## config.mk

```make
export PLATFORM = sky130hd
export DESIGN_NAME = ibex_irq_ctrl
export DESIGN_NICKNAME = d
export VERILOG_FILES = /design/src/rtl/ibex_pkg.sv /design/src/rtl/ibex_irq_sync.sv /design/src/rtl/ibex_irq_ctrl.sv
export SDC_FILE = /design/constraint.sdc
export NUM_CORES = 1
export LEC_CHECK = 0
export CORE_ASPECT_RATIO = 2
export CORE_UTILIZATION = 45
export DETAILED_ROUTE_END_ITERATION = 16
export PLACE_DENSITY = 0.82
export SYNTH_ARGS = -nofsm -noshare
export SYNTH_HDL_FRONTEND = slang
export SYNTH_HIERARCHICAL = 1
export SYNTH_SLANG_ARGS = --single-unit
```

## constraint.sdc

```tcl
create_clock -name clk_i -period 2.5 [get_ports clk_i]
set_clock_uncertainty 0.15 [all_clocks]
set_input_delay 0.375 -clock clk_i [delete_from_list [all_inputs] [get_ports clk_i]]
set_output_delay 0.375 -clock clk_i [all_outputs]
set_load 0.01 [all_outputs]
```

## src/rtl/ibex_pkg.sv

```systemverilog
// Shared ibex types: interrupt bundle, exception causes, and the interrupt
// controller's state encoding and fast-irq cause helper.
package ibex_pkg;

  localparam int unsigned NUM_FAST_IRQS = 15;
  localparam int unsigned IRQ_W         = 18;

  typedef struct packed {
    logic                     irq_software;
    logic                     irq_timer;
    logic                     irq_external;
    logic [NUM_FAST_IRQS-1:0] irq_fast;
  } irqs_t;

  typedef enum logic [5:0] {
    EXC_CAUSE_INSN_ADDR_MISA     = {1'b0, 5'd00},
    EXC_CAUSE_INSTR_ACCESS_FAULT = {1'b0, 5'd01},
    EXC_CAUSE_ILLEGAL_INSN       = {1'b0, 5'd02},
    EXC_CAUSE_BREAKPOINT         = {1'b0, 5'd03},
    EXC_CAUSE_LOAD_ACCESS_FAULT  = {1'b0, 5'd05},
    EXC_CAUSE_STORE_ACCESS_FAULT = {1'b0, 5'd07},
    EXC_CAUSE_ECALL_UMODE        = {1'b0, 5'd08},
    EXC_CAUSE_ECALL_MMODE        = {1'b0, 5'd11},
    EXC_CAUSE_IRQ_SOFTWARE_M     = {1'b1, 5'd03},
    EXC_CAUSE_IRQ_TIMER_M        = {1'b1, 5'd07},
    EXC_CAUSE_IRQ_EXTERNAL_M     = {1'b1, 5'd11},
    EXC_CAUSE_IRQ_FAST_0         = {1'b1, 5'd16},
    EXC_CAUSE_IRQ_FAST_1         = {1'b1, 5'd17},
    EXC_CAUSE_IRQ_FAST_2         = {1'b1, 5'd18},
    EXC_CAUSE_IRQ_FAST_3         = {1'b1, 5'd19},
    EXC_CAUSE_IRQ_FAST_4         = {1'b1, 5'd20},
    EXC_CAUSE_IRQ_FAST_5         = {1'b1, 5'd21},
    EXC_CAUSE_IRQ_FAST_6         = {1'b1, 5'd22},
    EXC_CAUSE_IRQ_FAST_7         = {1'b1, 5'd23},
    EXC_CAUSE_IRQ_FAST_8         = {1'b1, 5'd24},
    EXC_CAUSE_IRQ_FAST_9         = {1'b1, 5'd25},
    EXC_CAUSE_IRQ_FAST_10        = {1'b1, 5'd26},
    EXC_CAUSE_IRQ_FAST_11        = {1'b1, 5'd27},
    EXC_CAUSE_IRQ_FAST_12        = {1'b1, 5'd28},
    EXC_CAUSE_IRQ_FAST_13        = {1'b1, 5'd29},
    EXC_CAUSE_IRQ_FAST_14        = {1'b1, 5'd30},
    EXC_CAUSE_IRQ_NM             = {1'b1, 5'd31}
  } exc_cause_e;

  typedef enum logic [1:0] {
    IRQ_IDLE = 2'd0,
    IRQ_REQ  = 2'd1,
    IRQ_NMI  = 2'd2
  } irq_state_e;

  function automatic exc_cause_e irq_fast_cause(input logic [3:0] i);
    return exc_cause_e'({1'b1, 5'd16 + 5'(i)});
  endfunction

endpackage

```

## src/rtl/ibex_irq_sync.sv

```systemverilog
// Register stage for raw interrupt pins: one flop, or a two-flop
// synchroniser when the pins are asynchronous to the core clock.
module ibex_irq_sync #(
  parameter int unsigned Width    = 1,
  parameter bit          TwoStage = 1'b1
) (
  input  logic             clk,
  input  logic             rst,
  input  logic [Width-1:0] d,
  output logic [Width-1:0] q
);

  logic [Width-1:0] stage0;

  always_ff @(posedge clk or posedge rst) begin
    if (rst) stage0 <= '0;
    else     stage0 <= d;
  end

  if (TwoStage) begin : g_two
    logic [Width-1:0] stage1;

    always_ff @(posedge clk or posedge rst) begin
      if (rst) stage1 <= '0;
      else     stage1 <= stage0;
    end

    assign q = stage1;
  end else begin : g_one
    assign q = stage0;
  end

endmodule

```

## src/rtl/ibex_irq_ctrl.sv

```systemverilog
// Interrupt request controller: registers irq pins into mip, masks and
// prioritises pending causes, and hands one at a time to the controller.
module ibex_irq_ctrl
  import ibex_pkg::*;
#(
  parameter bit SyncInputs = 1'b1
) (
  input  logic        clk_i,
  input  logic        rst_i,
  input  logic        irq_software_i,
  input  logic        irq_timer_i,
  input  logic        irq_external_i,
  input  logic [14:0] irq_fast_i,
  input  logic        irq_nm_i,
  input  logic        csr_mstatus_mie_i,
  input  irqs_t       csr_mie_i,
  input  logic        debug_mode_i,
  input  logic        irq_ack_i,
  input  logic        mret_i,
  output irqs_t       mip_o,
  output logic        irq_req_o,
  output exc_cause_e  irq_cause_o,
  output logic        nmi_mode_o
);

  localparam int unsigned IrqInW = IRQ_W + 1;

  // Highest priority first: NMI, fast[0..14], external, software, timer.
  function automatic exc_cause_e pick_cause(input logic nmi, input irqs_t irqs);
    exc_cause_e c;
    c = EXC_CAUSE_IRQ_TIMER_M;
    if (irqs.irq_software) c = EXC_CAUSE_IRQ_SOFTWARE_M;
    if (irqs.irq_external) c = EXC_CAUSE_IRQ_EXTERNAL_M;
    for (int i = int'(NUM_FAST_IRQS) - 1; i >= 0; i--) begin
      if (irqs.irq_fast[i]) c = irq_fast_cause(4'(i));
    end
    if (nmi) c = EXC_CAUSE_IRQ_NM;
    return c;
  endfunction

  // True while the maskable source behind cause c is still a candidate.
  function automatic logic cause_pending(input exc_cause_e c, input irqs_t irqs);
    logic hit;
    hit = 1'b0;
    case (c)
      EXC_CAUSE_IRQ_SOFTWARE_M: hit = irqs.irq_software;
      EXC_CAUSE_IRQ_TIMER_M:    hit = irqs.irq_timer;
      EXC_CAUSE_IRQ_EXTERNAL_M: hit = irqs.irq_external;
      default:                  hit = 1'b0;
    endcase
    for (int i = 0; i < int'(NUM_FAST_IRQS); i++) begin
      if (c == irq_fast_cause(4'(i))) hit = irqs.irq_fast[i];
    end
    return hit;
  endfunction

  logic [IrqInW-1:0] irq_raw;
  logic [IrqInW-1:0] irq_sync;
  logic              nmi_q;
  logic              nmi_q_d;
  logic              nmi_pend_q;
  logic              nmi_pend_d;
  logic              maskable_en;
  logic              nmi_en;
  logic              nmi_cand;
  irqs_t             irq_cand;
  logic              any_cand;
  logic              cause_is_nm;
  logic              nm_ack;
  exc_cause_e        win_cause;
  irq_state_e        state_q;
  irq_state_e        state_d;
  exc_cause_e        cause_q;
  exc_cause_e        cause_d;
  logic              irq_req_q;
  logic              nmi_mode_q;

  assign irq_raw = {irq_nm_i, irq_software_i, irq_timer_i, irq_external_i, irq_fast_i};

  ibex_irq_sync #(
    .Width    (IrqInW),
    .TwoStage (SyncInputs)
  ) u_irq_sync (
    .clk (clk_i),
    .rst (rst_i),
    .d   (irq_raw),
    .q   (irq_sync)
  );

  assign mip_o = irqs_t'(irq_sync[IRQ_W-1:0]);
  assign nmi_q = irq_sync[IrqInW-1];

  assign maskable_en = csr_mstatus_mie_i & ~debug_mode_i & ~nmi_mode_q;
  assign nmi_en      = ~debug_mode_i & ~nmi_mode_q;
  assign nmi_cand    = nmi_pend_q & nmi_en;
  assign irq_cand    = irqs_t'(mip_o & csr_mie_i & {IRQ_W{maskable_en}});
  assign any_cand    = nmi_cand | (|irq_cand);
  assign win_cause   = pick_cause(nmi_cand, irq_cand);
  assign cause_is_nm = (cause_q == EXC_CAUSE_IRQ_NM);
  assign nm_ack      = (state_q == IRQ_REQ) & irq_ack_i & cause_is_nm;

  // A new edge wins over a simultaneous ack of the previous one.
  assign nmi_pend_d = (nmi_q & ~nmi_q_d) | (nmi_pend_q & ~nm_ack);

  always_ff @(posedge clk_i or posedge rst_i) begin
    if (rst_i) begin
      nmi_q_d    <= 1'b0;
      nmi_pend_q <= 1'b0;
    end else begin
      nmi_q_d    <= nmi_q;
      nmi_pend_q <= nmi_pend_d;
    end
  end

  always_ff @(posedge clk_i or posedge rst_i) begin
    if (rst_i) begin
      state_q    <= IRQ_IDLE;
      cause_q    <= EXC_CAUSE_INSN_ADDR_MISA;
      irq_req_q  <= 1'b0;
      nmi_mode_q <= 1'b0;
    end else begin
      state_q    <= state_d;
      cause_q    <= cause_d;
      irq_req_q  <= (state_d == IRQ_REQ);
      nmi_mode_q <= (state_d == IRQ_NMI);
    end
  end

  always_comb begin
    state_d = state_q;
    cause_d = cause_q;
    case (state_q)
      IRQ_IDLE: begin
        if (any_cand) begin
          state_d = IRQ_REQ;
          cause_d = win_cause;
        end
      end
      IRQ_REQ: begin
        if (irq_ack_i) begin
          state_d = cause_is_nm ? IRQ_NMI : IRQ_IDLE;
        end else if (nmi_cand && !cause_is_nm) begin
          cause_d = EXC_CAUSE_IRQ_NM;
        end else if (!cause_is_nm && !cause_pending(cause_q, irq_cand)) begin
          state_d = IRQ_IDLE;
        end
      end
      IRQ_NMI: begin
        if (mret_i) state_d = IRQ_IDLE;
      end
      default: state_d = IRQ_IDLE;
    endcase
  end

  assign irq_req_o   = irq_req_q;
  assign irq_cause_o = cause_q;
  assign nmi_mode_o  = nmi_mode_q;

endmodule

```

==> impl_metrics.csv <==
group,metric,value,unit
run_status,status,"finished, final reports clean",
finish,drive_gt1_frac,0.108,
synth,ys.warnings.count,6,
placement,portBuffers,68,
synth,synth_edf_count,0,
routing,final_antenna_net_count,0,
finish,fin_area,3080,um2
global_route,globalRouteOverflowTotal,0,
floorplanning,core_area,4550,um2
synth,async_flop_share,1.00,
power_and_ir_drop,ir_drop,0.587,mV
sta,period_share,0.930,
cts,cts.clk_slew.worst_paths,90,ps
cts,clk_path_buf_depth,2,
sta,slew_viol_final,0,
synth,synth-seq-area-share,0.592,
routing,drt_wl_total,5800,um
power_and_ir_drop,p_int,0.00161,W
critical_path,crit_type,"input port to flop",
flow_run,maxCapViolCount,0,
floorplanning,die_x,50.5,um
sta,setup_viol,0,
floorplanning,io-pin-count,69,
cts,cts_buffers,5,
global_route,grt_pass1_vias,1988,
sta,hold_violations,0,
critical_path,cp-end-kind,"flop",
finish,antenna_cells,0,
synth,synth_top_area_share,0.592,
synth,synthAdderAreaFrac,0,
synth,synthTopCellsByArea,"dfrtp_1 (59%), nand2_1 (5.5%), a22oi_1 (2.1%)",
finish,fillCellCount,367,
cts,cts_root_buffer,"clkbuf_8",
finish,area_growth,45.6,%
floorplanning,start_util,0.464,
synth,synth_ff_type,"dfrtp_1",
power_and_ir_drop,comb_power_share,0.339,
floorplanning,num_rows,35,
synth,synth.distinct_cells,45,
global_route,grt_usage,0.255,
sta,slew_headroom,0.670,
cts,cts_setup_buffers,0,
synth,synth_compound_gate_area_share,0.193,
floorplanning,dieArea,4990,um2
sta,period_minus_slack,2330,ps
critical_path,cp_max_fo,6,
critical_path,startpoint_type,"input port",
synth,synth_top_family_by_area,"compound AO/OA/AOI/OAI gates",
routing,dr.pass1.iters,5,
synth,synth_mux_area_frac,0,
power_and_ir_drop,power.leakage,1.32,nW
finish,layoutNonFillerInstCount,333,
placement,routabilityCongestion,0.910,
sta,max_freq,0.430,GHz
synth,syn_nets,234,
routing,drc,0,
power_and_ir_drop,p_switching,0.000811,W
cts,cts_tree,"built",
global_route,grt_max_degree,38,
routing,wl_per_cell,17.4,um
synth,yosys.area_share.simple,0.188,
critical_path,crit_arrival,2360,ps
sta,finalSetupTns,0,ps
synth,yosys_register_bits,50,
cts,cts.hold.buffers_added,0,
synth,synth-xor-area-share,0.00414,
finish,final_nets,320,
hold_path,hold_path_class,"input port to asynchronous set/reset pin",
power_and_ir_drop,powerDensity,787,nW/um2
placement,dpl.hpwl,4550,um
global_route,grt_pass1_wl,9180,um
power_and_ir_drop,clockPowerShare,0.231,
global_route,antenna_found_initial,0,
cts,cts.sinks,50,
synth,syn_area,2110,um2
synth,synth_cells,191,
cts,worstSkewPairLatency,300,ps
routing,drtIter0Drc,73,
routing,via_per_inst,5.86,
critical_path,required,2540,ps
placement,dpl-instance-area,2970,um2
routing,num_vias,1952,
sta,worst_pin_slew,491,ps
power_and_ir_drop,sw_frac_of_total,0.335,
placement,numPlacedInstances,325,
synth,yosysTopAreaCell,"dfrtp_1",
power_and_ir_drop,p_seq_frac,0.430,
synth,syn_area_per_cell,11.1,um2
floorplanning,die_height,98.9,um
cts,cts_max_level,2,
sta,rsz0062_at_grt,"no",
[worst max-delay path, stage by stage]
cell	delay [ps]
clkdlybuf4s50_1	420
a222oi_1	490
a41oi_2	210
nor3_2	320
nor3_4	70
a21o_1	230
o22a_1	230
[power by group through the flow]
| stage | logic [W] | registers (W) | clock network (W) |
|---|---|---|---|
| 2_1_floorplan | 0.000458 | 0.00102 | 0 |
| 3_3_place_gp | 0.000797 | 0.00105 | 0 |
| 3_5_place_dp | 0.000803 | 0.00105 | 0 |
| 4_1_cts | 0.000811 | 0.00104 | 0.000573 |
| 5_1_grt | 0.000892 | 0.00105 | 0.000610 |
| 6_report | 0.000821 | 0.00104 | 0.000559 |
[final timing paths]
path / from / end / slack [ps] / cells past startpoint
max in group asynchronous: rst_i / u_irq_sync/stage0[3] / 1520 / 3
min in group clk_i: u_irq_sync/stage0[18] / u_irq_sync/q[18] / 200 / 0
worst min register to register: u_irq_sync/stage0[18] / u_irq_sync/q[18] / 200 / 0
worst max-delay path: csr_mie_i[14] / irq_cause_o[2] / 170 / 7
worst min-delay path: rst_i / u_irq_sync/q[18] / 80 / 2
worst max register to register: u_irq_sync/q[14] / irq_cause_o[2] / 240 / 6
[flip-flops by register name, indices dropped and copies added (netlist names)]
register           cells
nmi_mode_o             1
u_irq_sync/q          19
irq_cause_o            6
irq_req_o              1
nmi_pend_q             1
nmi_q_d                1
state_q                2
u_irq_sync/stage0     19
[placed cells by master, fill, tap and decap left out, types with 2 or more instances in the layout]
cell type        instances
clkdlybuf4s50_1         68
dfrtp_1                 50
nand2_1                 31
buf_4                   17
a21oi_1                  8
nor3_1                   7
a22oi_1                  6
inv_1                    6
nor2_1                   6
a31oi_1                  5
o22a_1                   5
nand3_1                  5
clkbuf_8                 5
nand4_1                  4
o21ai_0                  4
nand4b_1                 4
a21o_1                   3
o211ai_1                 3
or2_1                    3
a41oi_2                  2
o31ai_1                  2
and4b_1                  2
o22ai_1                  2
a211oi_1                 2
a311oi_1                 2
a21boi_0                 2
[through the flow]
step                      total power, W  hold slack (ps)  worst slack (ps)  utilization
after floorplan                  0.00148             89.7               447            -
after global routing             0.00255              107              38.2        0.676
after global placement           0.00185              181             -81.3        0.651
final                            0.00242             80.3               174        0.676
after detailed placement         0.00186              186              -114        0.651
after CTS                        0.00242             81.9               196        0.675
[synth_stat cells, types with 4 or more instances]
cell / n
nand2_1: 31
dfrtp_1: 50
nand4b_1: 4
a31oi_1: 5
nor3_1: 7
a22oi_1: 6
nand4_1: 4
o22a_1: 5
o21ai_0: 4
nand3_1: 5
inv_1: 6
nor2_1: 6
a21oi_1: 8
[layout make-up]
type | count | area, um2 | share of cell area
Sequential cell | 50 | 1250 | 0.407
Multi-Input combinational cell | 129 | 817 | 0.265
Timing Repair Buffer | 85 | 808 | 0.263
Clock buffer | 6 | 72.6 | 0.0236
Tap cell | 55 | 68.8 | 0.0224
Clock inverter | 2 | 37.5 | 0.0122
Inverter | 6 | 22.5 | 0.00732
[logic make-up after synthesis]
kind of cell,count (synthesis)
AOI/OAI and AO/OA,54
xor gates and xnor gates,1
buffers and inverters,12
DFF,50
and+or+nand+nor,74
[timing repair]
action | in CTS | in global routing
hold endpoints to repair | 0 | 0
gates resized for setup | 0 | 1
setup endpoints to repair | 0 | 2
[routing by layer]
metal  share of wire  GRT usage  up-vias
met2            0.56      0.453       95
met4           0.052      0.182        0
met5               0          0        -
met3           0.037     0.0432       25
met1            0.35      0.257      941
li1                -          -      891
Power figures use the tool's default switching activity.
